## config.mk

```make
export PLATFORM = sky130hd
export DESIGN_NAME = hybrid_adder_seq_flat
export DESIGN_NICKNAME = d
export VERILOG_FILES = /design/src/rtl/hybrid_adder_seq_pkg.sv /design/src/rtl/hybrid_adder_seq_if.sv /design/src/rtl/hybrid_adder.sv /design/src/rtl/hybrid_adder_seq.sv /design/src/flat_wrapper.sv
export SDC_FILE = /design/constraint.sdc
export NUM_CORES = 1
export LEC_CHECK = 0
export CAP_MARGIN = 0
export CORE_MARGIN = 4
export CORE_UTILIZATION = 50
export DETAILED_ROUTE_END_ITERATION = 12
export GPL_ROUTABILITY_DRIVEN = 0
export PLACE_DENSITY_LB_ADDON = 0.05
export SKIP_LAST_GASP = 1
export SYNTH_ARGS = -nofsm -noshare
export SYNTH_HDL_FRONTEND = slang
export SYNTH_SLANG_ARGS = --single-unit
```

## constraint.sdc

```tcl
create_clock -name clk -period 7.2 [get_ports clk]
set_clock_uncertainty 0.15 [all_clocks]
set_input_delay 1.8 -clock clk [delete_from_list [all_inputs] [get_ports clk]]
set_output_delay 1.8 -clock clk [all_outputs]
set_load 0.01 [all_outputs]
```

## src/rtl/hybrid_adder_seq_pkg.sv

```systemverilog
// Shared constants and state encoding for the byte-serial hybrid adder sequencer.
package hybrid_adder_seq_pkg;

  localparam int unsigned SLICE_W = 8;

  typedef enum logic [1:0] {
    ST_IDLE = 2'd0,
    ST_RUN  = 2'd1,
    ST_DONE = 2'd2
  } state_e;

endpackage

```

## src/rtl/hybrid_adder_seq_if.sv

```systemverilog
// Request/response bundle between a requester and the hybrid adder sequencer.
// HYBRID_ADDER_SEQ_SUB_EN adds the sub request bit.
interface hybrid_adder_seq_if #(
  parameter int unsigned NSLICE = 4
);
  import hybrid_adder_seq_pkg::*;

  localparam int unsigned W = SLICE_W * NSLICE;

  logic         in_valid;
  logic         in_ready;
  logic [W-1:0] op_a;
  logic [W-1:0] op_b;
  logic         cin;
`ifdef HYBRID_ADDER_SEQ_SUB_EN
  logic         sub;
`endif
  logic         out_valid;
  logic         out_ready;
  logic [W-1:0] result;
  logic         cout;

  modport master (
`ifdef HYBRID_ADDER_SEQ_SUB_EN
    output sub,
`endif
    output in_valid, op_a, op_b, cin, out_ready,
    input  in_ready, out_valid, result, cout
  );

  modport slave (
`ifdef HYBRID_ADDER_SEQ_SUB_EN
    input  sub,
`endif
    input  in_valid, op_a, op_b, cin, out_ready,
    output in_ready, out_valid, result, cout
  );

endinterface

```

## src/rtl/hybrid_adder.sv

```systemverilog
// Combinational 8-bit hybrid adder: ripple low nibble, carry-select high nibble.
module hybrid_adder
  import hybrid_adder_seq_pkg::*;
(
  input  logic [SLICE_W-1:0] a,
  input  logic [SLICE_W-1:0] b,
  input  logic               ci,
  output logic [SLICE_W-1:0] sum,
  output logic               co
);

  logic [4:0] lo;
  logic [4:0] hi0;
  logic [4:0] hi1;

  // Both high-nibble candidates are formed up front; the low-nibble carry picks one.
  always_comb begin
    lo  = {1'b0, a[3:0]} + {1'b0, b[3:0]} + {4'b0, ci};
    hi0 = {1'b0, a[7:4]} + {1'b0, b[7:4]};
    hi1 = {1'b0, a[7:4]} + {1'b0, b[7:4]} + 5'd1;
    sum = lo[4] ? {hi1[3:0], lo[3:0]} : {hi0[3:0], lo[3:0]};
    co  = lo[4] ? hi1[4] : hi0[4];
  end

endmodule

```

## src/rtl/hybrid_adder_seq.sv

```systemverilog
// Byte-serial W-bit adder reusing one 8-bit hybrid_adder, LSB slice first.
// Optional subtract mode under HYBRID_ADDER_SEQ_SUB_EN.
module hybrid_adder_seq
  import hybrid_adder_seq_pkg::*;
#(
  parameter int unsigned NSLICE = 4
) (
  input  logic              clk,
  input  logic              rst_n,
  hybrid_adder_seq_if.slave bus
);

  localparam int unsigned W     = SLICE_W * NSLICE;
  localparam int unsigned IDX_W = $clog2(NSLICE) + 1;
  localparam logic [IDX_W-1:0] IDX_LAST = IDX_W'(NSLICE - 1);

  state_e             state_q, state_d;
  logic [W-1:0]       a_q, a_d;
  logic [W-1:0]       b_q, b_d;
  logic [W-1:0]       result_q, result_d;
  logic               carry_q, carry_d;
  logic               cout_q, cout_d;
  logic [IDX_W-1:0]   idx_q, idx_d;
  logic [SLICE_W-1:0] sum;
  logic               cy_out;
  logic [W+SLICE_W-1:0] res_cat;
  logic [W-1:0]       op_b_eff;
  logic               cin_eff;

  // Subtraction is a + ~b + 1, folded into the operand load.
`ifdef HYBRID_ADDER_SEQ_SUB_EN
  assign op_b_eff = bus.sub ? ~bus.op_b : bus.op_b;
  assign cin_eff  = bus.sub ? 1'b1 : bus.cin;
`else
  assign op_b_eff = bus.op_b;
  assign cin_eff  = bus.cin;
`endif

  hybrid_adder u_slice (
    .a   (a_q[SLICE_W-1:0]),
    .b   (b_q[SLICE_W-1:0]),
    .ci  (carry_q),
    .sum (sum),
    .co  (cy_out)
  );

  // Next-state and datapath updates; everything holds unless the state acts on it.
  always_comb begin
    state_d  = state_q;
    a_d      = a_q;
    b_d      = b_q;
    result_d = result_q;
    carry_d  = carry_q;
    cout_d   = cout_q;
    idx_d    = idx_q;
    res_cat  = {sum, result_q};
    unique case (state_q)
      ST_IDLE: begin
        if (bus.in_valid) begin
          a_d     = bus.op_a;
          b_d     = op_b_eff;
          carry_d = cin_eff;
          idx_d   = '0;
          state_d = ST_RUN;
        end
      end
      ST_RUN: begin
        // New slice enters at the top; after NSLICE shifts the LSB slice sits at bit 0.
        result_d = res_cat[W+SLICE_W-1:SLICE_W];
        a_d      = a_q >> SLICE_W;
        b_d      = b_q >> SLICE_W;
        carry_d  = cy_out;
        idx_d    = idx_q + IDX_W'(1);
        if (idx_q == IDX_LAST) begin
          cout_d  = cy_out;
          state_d = ST_DONE;
        end
      end
      ST_DONE: begin
        if (bus.out_ready) state_d = ST_IDLE;
      end
      default: state_d = ST_IDLE;
    endcase
  end

  // State register with asynchronous clear.
  always_ff @(posedge clk or negedge rst_n) begin
    if (!rst_n) begin
      state_q  <= ST_IDLE;
      a_q      <= '0;
      b_q      <= '0;
      result_q <= '0;
      carry_q  <= 1'b0;
      cout_q   <= 1'b0;
      idx_q    <= '0;
    end else begin
      state_q  <= state_d;
      a_q      <= a_d;
      b_q      <= b_d;
      result_q <= result_d;
      carry_q  <= carry_d;
      cout_q   <= cout_d;
      idx_q    <= idx_d;
    end
  end

  assign bus.in_ready  = (state_q == ST_IDLE);
  assign bus.out_valid = (state_q == ST_DONE);
  assign bus.result    = result_q;
  assign bus.cout      = cout_q;

endmodule

```

## src/flat_wrapper.sv

```systemverilog
// flat-port wrapper written by rule: the top's interface ports become plain ports
module hybrid_adder_seq_flat import hybrid_adder_seq_pkg::*;
#(
  parameter int unsigned NSLICE = 4
)
  (clk, rst_n, bus_in_valid, bus_op_a, bus_op_b, bus_cin, bus_out_ready, bus_in_ready, bus_out_valid, bus_result, bus_cout);
  hybrid_adder_seq_if #(.NSLICE(NSLICE)) bus_i ();
  input  logic clk;
  input  logic rst_n;
  input wire logic [$bits(bus_i.in_valid)-1:0] bus_in_valid;
  input wire logic [$bits(bus_i.op_a)-1:0] bus_op_a;
  input wire logic [$bits(bus_i.op_b)-1:0] bus_op_b;
  input wire logic [$bits(bus_i.cin)-1:0] bus_cin;
  input wire logic [$bits(bus_i.out_ready)-1:0] bus_out_ready;
  output wire logic [$bits(bus_i.in_ready)-1:0] bus_in_ready;
  output wire logic [$bits(bus_i.out_valid)-1:0] bus_out_valid;
  output wire logic [$bits(bus_i.result)-1:0] bus_result;
  output wire logic [$bits(bus_i.cout)-1:0] bus_cout;
  assign bus_i.in_valid = bus_in_valid;
  assign bus_i.op_a = bus_op_a;
  assign bus_i.op_b = bus_op_b;
  assign bus_i.cin = bus_cin;
  assign bus_i.out_ready = bus_out_ready;
  assign bus_in_ready = bus_i.in_ready;
  assign bus_out_valid = bus_i.out_valid;
  assign bus_result = bus_i.result;
  assign bus_cout = bus_i.cout;
  hybrid_adder_seq #(.NSLICE(NSLICE)) u_core (.clk(clk), .rst_n(rst_n), .bus(bus_i));
endmodule
```

==> results of run 1 <==
state kept, by name (all words and copies together), names as in the netlist:
signal             cells
u_core.a_q            32
u_core.b_q            32
u_core.bus.result     32
u_core.idx_q           3
u_core.state_q         2
u_core.bus.cout        1
u_core.carry_q         1
cell usage after synthesis (2+ instances only):
cell type | instances | area, sq um
a21oi_1 | 5 | 25.0
a22o_1 | 18 | 158
a22oi_1 | 93 | 698
a31oi_1 | 3 | 18.8
and2_1 | 3 | 18.8
buf_1 | 7 | 26.3
buf_2 | 5 | 25.0
clkbuf_1 | 26 | 97.6
dfrtp_1 | 103 | 2580
fa_1 | 3 | 60.1
ha_1 | 10 | 125
inv_1 | 11 | 41.3
nand2_1 | 83 | 312
nand2b_1 | 2 | 12.5
nand3_1 | 4 | 20.0
nor2_1 | 3 | 11.3
nor2b_1 | 4 | 25.0
o21a_1 | 2 | 15.0
o21ai_0 | 58 | 290
or2_2 | 2 | 12.5
routing by layer:
metal | vias up | global-route usage
met4 | 0 | 0.0703
met3 | 16 | 0.0306
met1 | 1894 | 0.281
met5 | - | 0
met2 | 117 | 0.330
li1 | 1880 | -
path summary, 6_finish.rpt:
check | start | to | slack (ns)
min in group asynchronous | rst_n | u_core.bus.result[3] | 1.17
hold / removal | u_core.bus.result[6] | u_core.bus.result[6] | 0.33
hold reg to reg | u_core.bus.result[6] | u_core.bus.result[6] | 0.33
setup / recovery | u_core.state_q[1] | bus_out_valid | 2.99
setup reg to reg | u_core.state_q[1] | u_core.carry_q | 4.48
max in group asynchronous | rst_n | u_core.state_q[1] | 4.42
worst reg2reg max path: stages (launching register included):
cell and delay (ns):
dfrtp_2 1.09, nand2b_1 0.20, buf_4 0.37, a21oi_1 0.12
a222oi_1 0.30, or3b_1 0.37
kinds of logic after synthesis:
family | after synthesis
buffers and inverters | 49
xor gates and xnor gates | 3
DFF | 103
muxes | 1
adders and majority gates | 13
AOI/OAI and AO/OA | 189
and+or+nand+nor | 109
stage by stage:
stage | cell area (sq um) | std cells | util | hold WS (ns) | total power [mW]
3_5_place_dp | 5860 | 666 | 0.634 | 0.311 | 2.08
2_1_floorplan | 4760 | 467 | - | 0.300 | 1.66
6_report | 6050 | 682 | 0.655 | 0.328 | 2.41
5_1_grt | 6050 | 682 | 0.655 | 0.369 | 2.60
3_3_place_gp | 5860 | 666 | 0.634 | 0.308 | 2.04
4_1_cts | 6050 | 682 | 0.655 | 0.334 | 2.44
final cells by class:
class,count,area [sq um]
inverter,11,41.3
timing repair buffer,108,1070
sequential,103,2580
fill,770,3190
tap,129,161
clock buffer,11,151
clock inverter,5,40.0
multi-input combinational,315,2010
power by group through the flow:
stage	Combinational (mW)	Clock [mW]	Sequential (mW)
floorplan	0.672	0	0.990
global placement	1.02	0	1.02
detailed placement	1.05	0	1.03
CTS	1.06	0.362	1.02
global route	1.17	0.382	1.05
finish	1.04	0.355	1.02
cell usage in the layout, fill, tap and decap left out, drive strengths merged, types with 2 or more instances in the layout:
| cell | count |
|---|---|
| a22oi | 93 |
| or2 | 2 |
| buf | 6 |
| nand3 | 4 |
| clkdlybuf4s50 | 102 |
| ha | 10 |
| fa | 3 |
| o21ai | 58 |
| a31oi | 3 |
| a22o | 18 |
| nand2 | 83 |
| nand2b | 2 |
| o21a | 2 |
| and2 | 3 |
| dfrtp | 103 |
| clkinv | 3 |
| nor2b | 4 |
| and3 | 2 |
| a21oi | 5 |
| xor2 | 2 |
| inv | 13 |
| clkbuf | 11 |
| nor2 | 3 |
==> impl_metrics.json, run 1 <==
{
  "crit_family": "flip-flops",
  "setup_viol": 0,
  "clock_tree_from_tritoncts": "built",
  "unrepaired_setup_endpoints_after_global_routing": "no",
  "crit_chain": "nand2_1, inv_1, clkdlybuf4s50_1",
  "post_cts_hold_buffer_count": 0,
  "post-place-ws_ns": 3.17,
  "post_route_cells_drive_above_1_share": 0.0597,
  "core_area_sq_um": 9240,
  "ys_ff_latch": 103,
  "floorplan.initialDensity": 0.515,
  "met2WireLength_um": 5490,
  "critPathBufInv": 2,
  "synthToLayoutAreaGrowth_pct": 27.1,
  "post-route-min-period_ns": 4.21,
  "final-max-slew-violation-count": 0,
  "htree_levels": 3,
  "p_sw_mw": 0.969,
  "first_global_vias": 3687,
  "synth_warnings": 0,
  "postSynth.asyncResetShare": 1.00,
  "switching_share": 0.402,
  "nNetsFinal": 630,
  "syn-mean-instance-area_sq_um": 10.2,
  "i_o_pins": 104,
  "critPathLaunchType": "register",
  "cts_setup_buffers": 0,
  "cts_resized": 0,
  "worst_skew_late_latency_ns": 0.37,
  "power.static_leakage_nw": 2.67,
  "highest_signal_layer": "met4",
  "cts.sinks": 103,
  "r2r_cells": 5,
  "peakVddDrop_uv": 179,
  "dominant_synthesized_flop_cell": "dfrtp_1",
  "power_density_nw_per_um2": 399,
  "die-height_um": 106,
  "wl_per_cell_um": 16.6,
  "synth.cell_area_sq_um": 4760,
  "timing.final.crit_share": 0.585,
  "cpMaxStageDelayCell": "dfrtp_2",
  "crit_type": "reg2out",
  "endpoint_kind": "output port",
  "mux_cell_area_share_after_synthesis": 0.00210,
  "main_combinational_cell_family_by_area_after_synthesis": "compound AO/OA/AOI/OAI gates",
  "path_clk_slew_ns": 0.09,
  "dp.final_hpwl_um": 7500,
  "distinct_cell_type_count_after_synthesis": 42,
  "power_report.internal_total_mw": 1.44,
  "met1_wire_length_um": 5030,
  "hold_class": "reg2reg",
  "fraction_of_the_mapped_netlist_area_in_compound_gates": 0.272,
  "num_vias": 3907,
  "slew_headroom": 0.215,
  "grt_antenna_before_repair": 0,
  "cts.path.max_buffers": 2,
  "n_antenna_cell": 0,
  "timing.critical_path.required_ns": 5.25,
  "power.share.sequential": 0.421,
  "buffer_ports.inserted": 103,
  "worstHoldPathCells": 2,
  "worst-path-stages": 3,
  "status": "completed",
  "overflow": 0,
  "netlist_instances": 467,
  "number_of_buffers_created_by_cts": 9,
  "critical_path_arrival_ns": 2.26,
  "fp-row-count": 35,
  "synth_fa_ha_area_frac": 0.0389,
  "drt_first_pass_iters": 5,
  "synth_xor_area_frac": 0.00710,
  "routed_wirelength_um": 11300,
  "drtIter0Drc": 239,
  "fp.dieW_um": 106,
  "timing_worst_slew_pin_value_ns": 1.17,
  "synth_enable_flop_cells": 0,
  "maxCapViolCount": 0,
  "worstPathMaxFanout": 57,
  "antenna_left": 0,
  "met3RoutedLength_um": 568,
  "part_of_the_power_in_combinational_logic": 0.432,
  "highest_clock_rate_mhz": 237,
  "synthesis.nets": 549,
  "detail_route.drc_violations": 0,
  "post_drt_via_cell_ratio": 5.73,
  "grt_max_degree": 78,
  "global_route_wire_length_before_repair_um": 18500,
  "post-route-worst-setup-slack_ns": 2.99,
  "ctsRootBufferMaster": "clkbuf_8",
  "die_area_sq_um": 11100,
  "global_route_usage_sum": 0.204,
  "critPathMaxStageDelay_ns": 1.09,
  "clk_network_pwr_share": 0.147,
  "synth.yosys.seq_area_share": 0.542,
  "synth_simple_gate_area_share": 0.0986,
  "totalNegativeSetupSlack_ns": 0,
  "report.final.hold_viol_count": 0
}
(Power assumes the default switching activity.)
==> run 2: changes to the inputs <==
Settings changed: CORE_UTILIZATION 50 to 46.
Clock period 7.2 ns to 3.4 ns, I/O delays scaled along.
==> run 2 against run 1 <==
Compared with the run above: design area up 1.6%; clock power up 140%; flip-flop and latch count unchanged; combinational power up 120%; utilization down 3.5 points; total power up 120%; clock-buffer cell count down 1; die area up 8.0%; sequential share of layout area down 0.66 points; hold slack worse by 0.038 ns; register-to-register slack worse by 3.8 ns; setup slack worse by 2.4 ns; largest cell class unchanged.
==> impl_metrics.json, run 2 (synthesized netlist as in run 1, its figures left out) <==
{
  "final-max-slew-violation-count": 0,
  "fp.dieW_um": 110,
  "post-route-min-period_ns": 2.77,
  "timing_worst_slew_pin_value_ns": 0.532,
  "critPathLaunchType": "register",
  "power_density_nw_per_um2": 870,
  "critPathMaxStageDelay_ns": 0.46,
  "placedCellCount": 676,
  "global_route_wire_length_before_repair_um": 20100,
  "crit_family": "adder cells",
  "n_antenna_cell": 0,
  "timing.final.crit_share": 0.814,
  "cts.path.max_buffers": 2,
  "cp_common_cell": "fa_1",
  "cpMaxStageDelayCell": "fa_1",
  "grt_max_degree": 52,
  "totalNegativeSetupSlack_ns": 0,
  "r2r_cells": 7,
  "power.static_leakage_nw": 2.71,
  "timing.critical_path.required_ns": 3.49,
  "first_global_vias": 3933,
  "cts_setup_buffers": 0,
  "overflow": 0,
  "report.final.hold_viol_count": 0,
  "number_of_buffers_created_by_cts": 9,
  "global_route_usage_sum": 0.215,
  "stdcell_count": 692,
  "ctsRootBufferMaster": "clkbuf_8",
  "cts.sinks": 103,
  "worstPathMaxFanout": 5,
  "setup_viol": 0,
  "worst-path-stages": 7,
  "post_route_cells_drive_above_1_share": 0.0680,
  "peakVddDrop_uv": 390,
  "critPathBufInv": 1,
  "dp.final_hpwl_um": 8500,
  "status": "completed",
  "worst_skew_late_latency_ns": 0.37,
  "num_vias": 4011,
  "maxCapViolCount": 0,
  "grt_antenna_before_repair": 0,
  "crit_type": "reg2reg",
  "post_cts_hold_buffer_count": 0,
  "floorplan.initialDensity": 0.480,
  "buffer_ports.inserted": 103,
  "hold_class": "in2async",
  "die_area_sq_um": 12000,
  "nNetsFinal": 636,
  "synthToLayoutAreaGrowth_pct": 29.1,
  "post-route-util": 0.620,
  "cts_resized": 0,
  "highest_clock_rate_mhz": 361,
  "post_drt_via_cell_ratio": 5.80,
  "critical_path_arrival_ns": 2.86,
  "core_area_sq_um": 9910,
  "drtIter0Drc": 310,
  "clock_tree_from_tritoncts": "built",
  "routed_wirelength_um": 12400,
  "htree_levels": 3,
  "die-height_um": 110,
  "fp-row-count": 36,
  "crit_chain": "inv_1, fa_1, fa_1, nor2b_1, o2111ai_2, a222oi_1, or3b_1",
  "wl_per_cell_um": 18.0,
  "detail_route.drc_violations": 0,
  "path_clk_slew_ns": 0.09,
  "i_o_pins": 104,
  "endpoint_kind": "register",
  "unrepaired_setup_endpoints_after_global_routing": "no",
  "antenna_left": 0,
  "slew_headroom": 0.644,
  "most-common-layout-cells": "clkdlybuf4s50_1, dfrtp_1, a22oi_1",
  "drt_first_pass_iters": 5
}
[run 2: changes by cell type in the layout (fill, tap and decap cells not counted), sizes merged]
cell,before,now
buf,6,12
bufinv,0,2
clkinv,3,1
clkbuf,11,10
clkinvlp,0,1
[run 2: final cells by class]
type / instances / area, sq um
Clock buffer: 10 / 138
Clock inverter: 6 / 90.1
Fill cell: 837 / 3770
Inverter: 11 / 41.3
Multi-Input combinational cell: 315 / 2010
Sequential cell: 103 / 2580
Tap cell: 133 / 166
Timing Repair Buffer: 114 / 1120
[run 2: final timing paths]
kind | start | slack [ns] | end
min | rst_n | 0.29 | u_core.bus.result[13]
max reg2reg | u_core.carry_q | 0.63 | u_core.carry_q
min in group clk | u_core.bus.result[6] | 0.33 | u_core.bus.result[6]
max in group asynchronous | rst_n | 2.12 | u_core.b_q[5]
max | u_core.carry_q | 0.63 | u_core.carry_q
min reg2reg | u_core.bus.result[6] | 0.33 | u_core.bus.result[6]
[run 2: report_power, final]
group	internal, mW	switching [mW]	total (mW)
logic	1.06	1.27	2.33
clock network	0.439	0.430	0.869
registers	1.72	0.423	2.14
[run 2: routing by layer]
metal	share of wire	wire length, um	vias to the layer above	global-route usage
li1	-	-	1883	-
met1	0.44	5470	1979	0.297
met2	0.48	6030	129	0.346
met3	0.056	698	20	0.0376
met4	0.020	250	0	0.0695
met5	0	0	-	0
[run 2: metrics by stage]
stage / hold WS, ns / cell area [sq um] / power [mW] / setup slack (ns)
floorplan: 0.300 / 4760 / 3.52 / 0.912
global placement: 0.308 / 5920 / 4.41 / 0.634
detailed placement: 0.312 / 5920 / 4.50 / 0.506
CTS: 0.297 / 6140 / 5.38 / 0.640
global route: 0.310 / 6140 / 5.74 / 0.501
finish: 0.290 / 6140 / 5.35 / 0.633
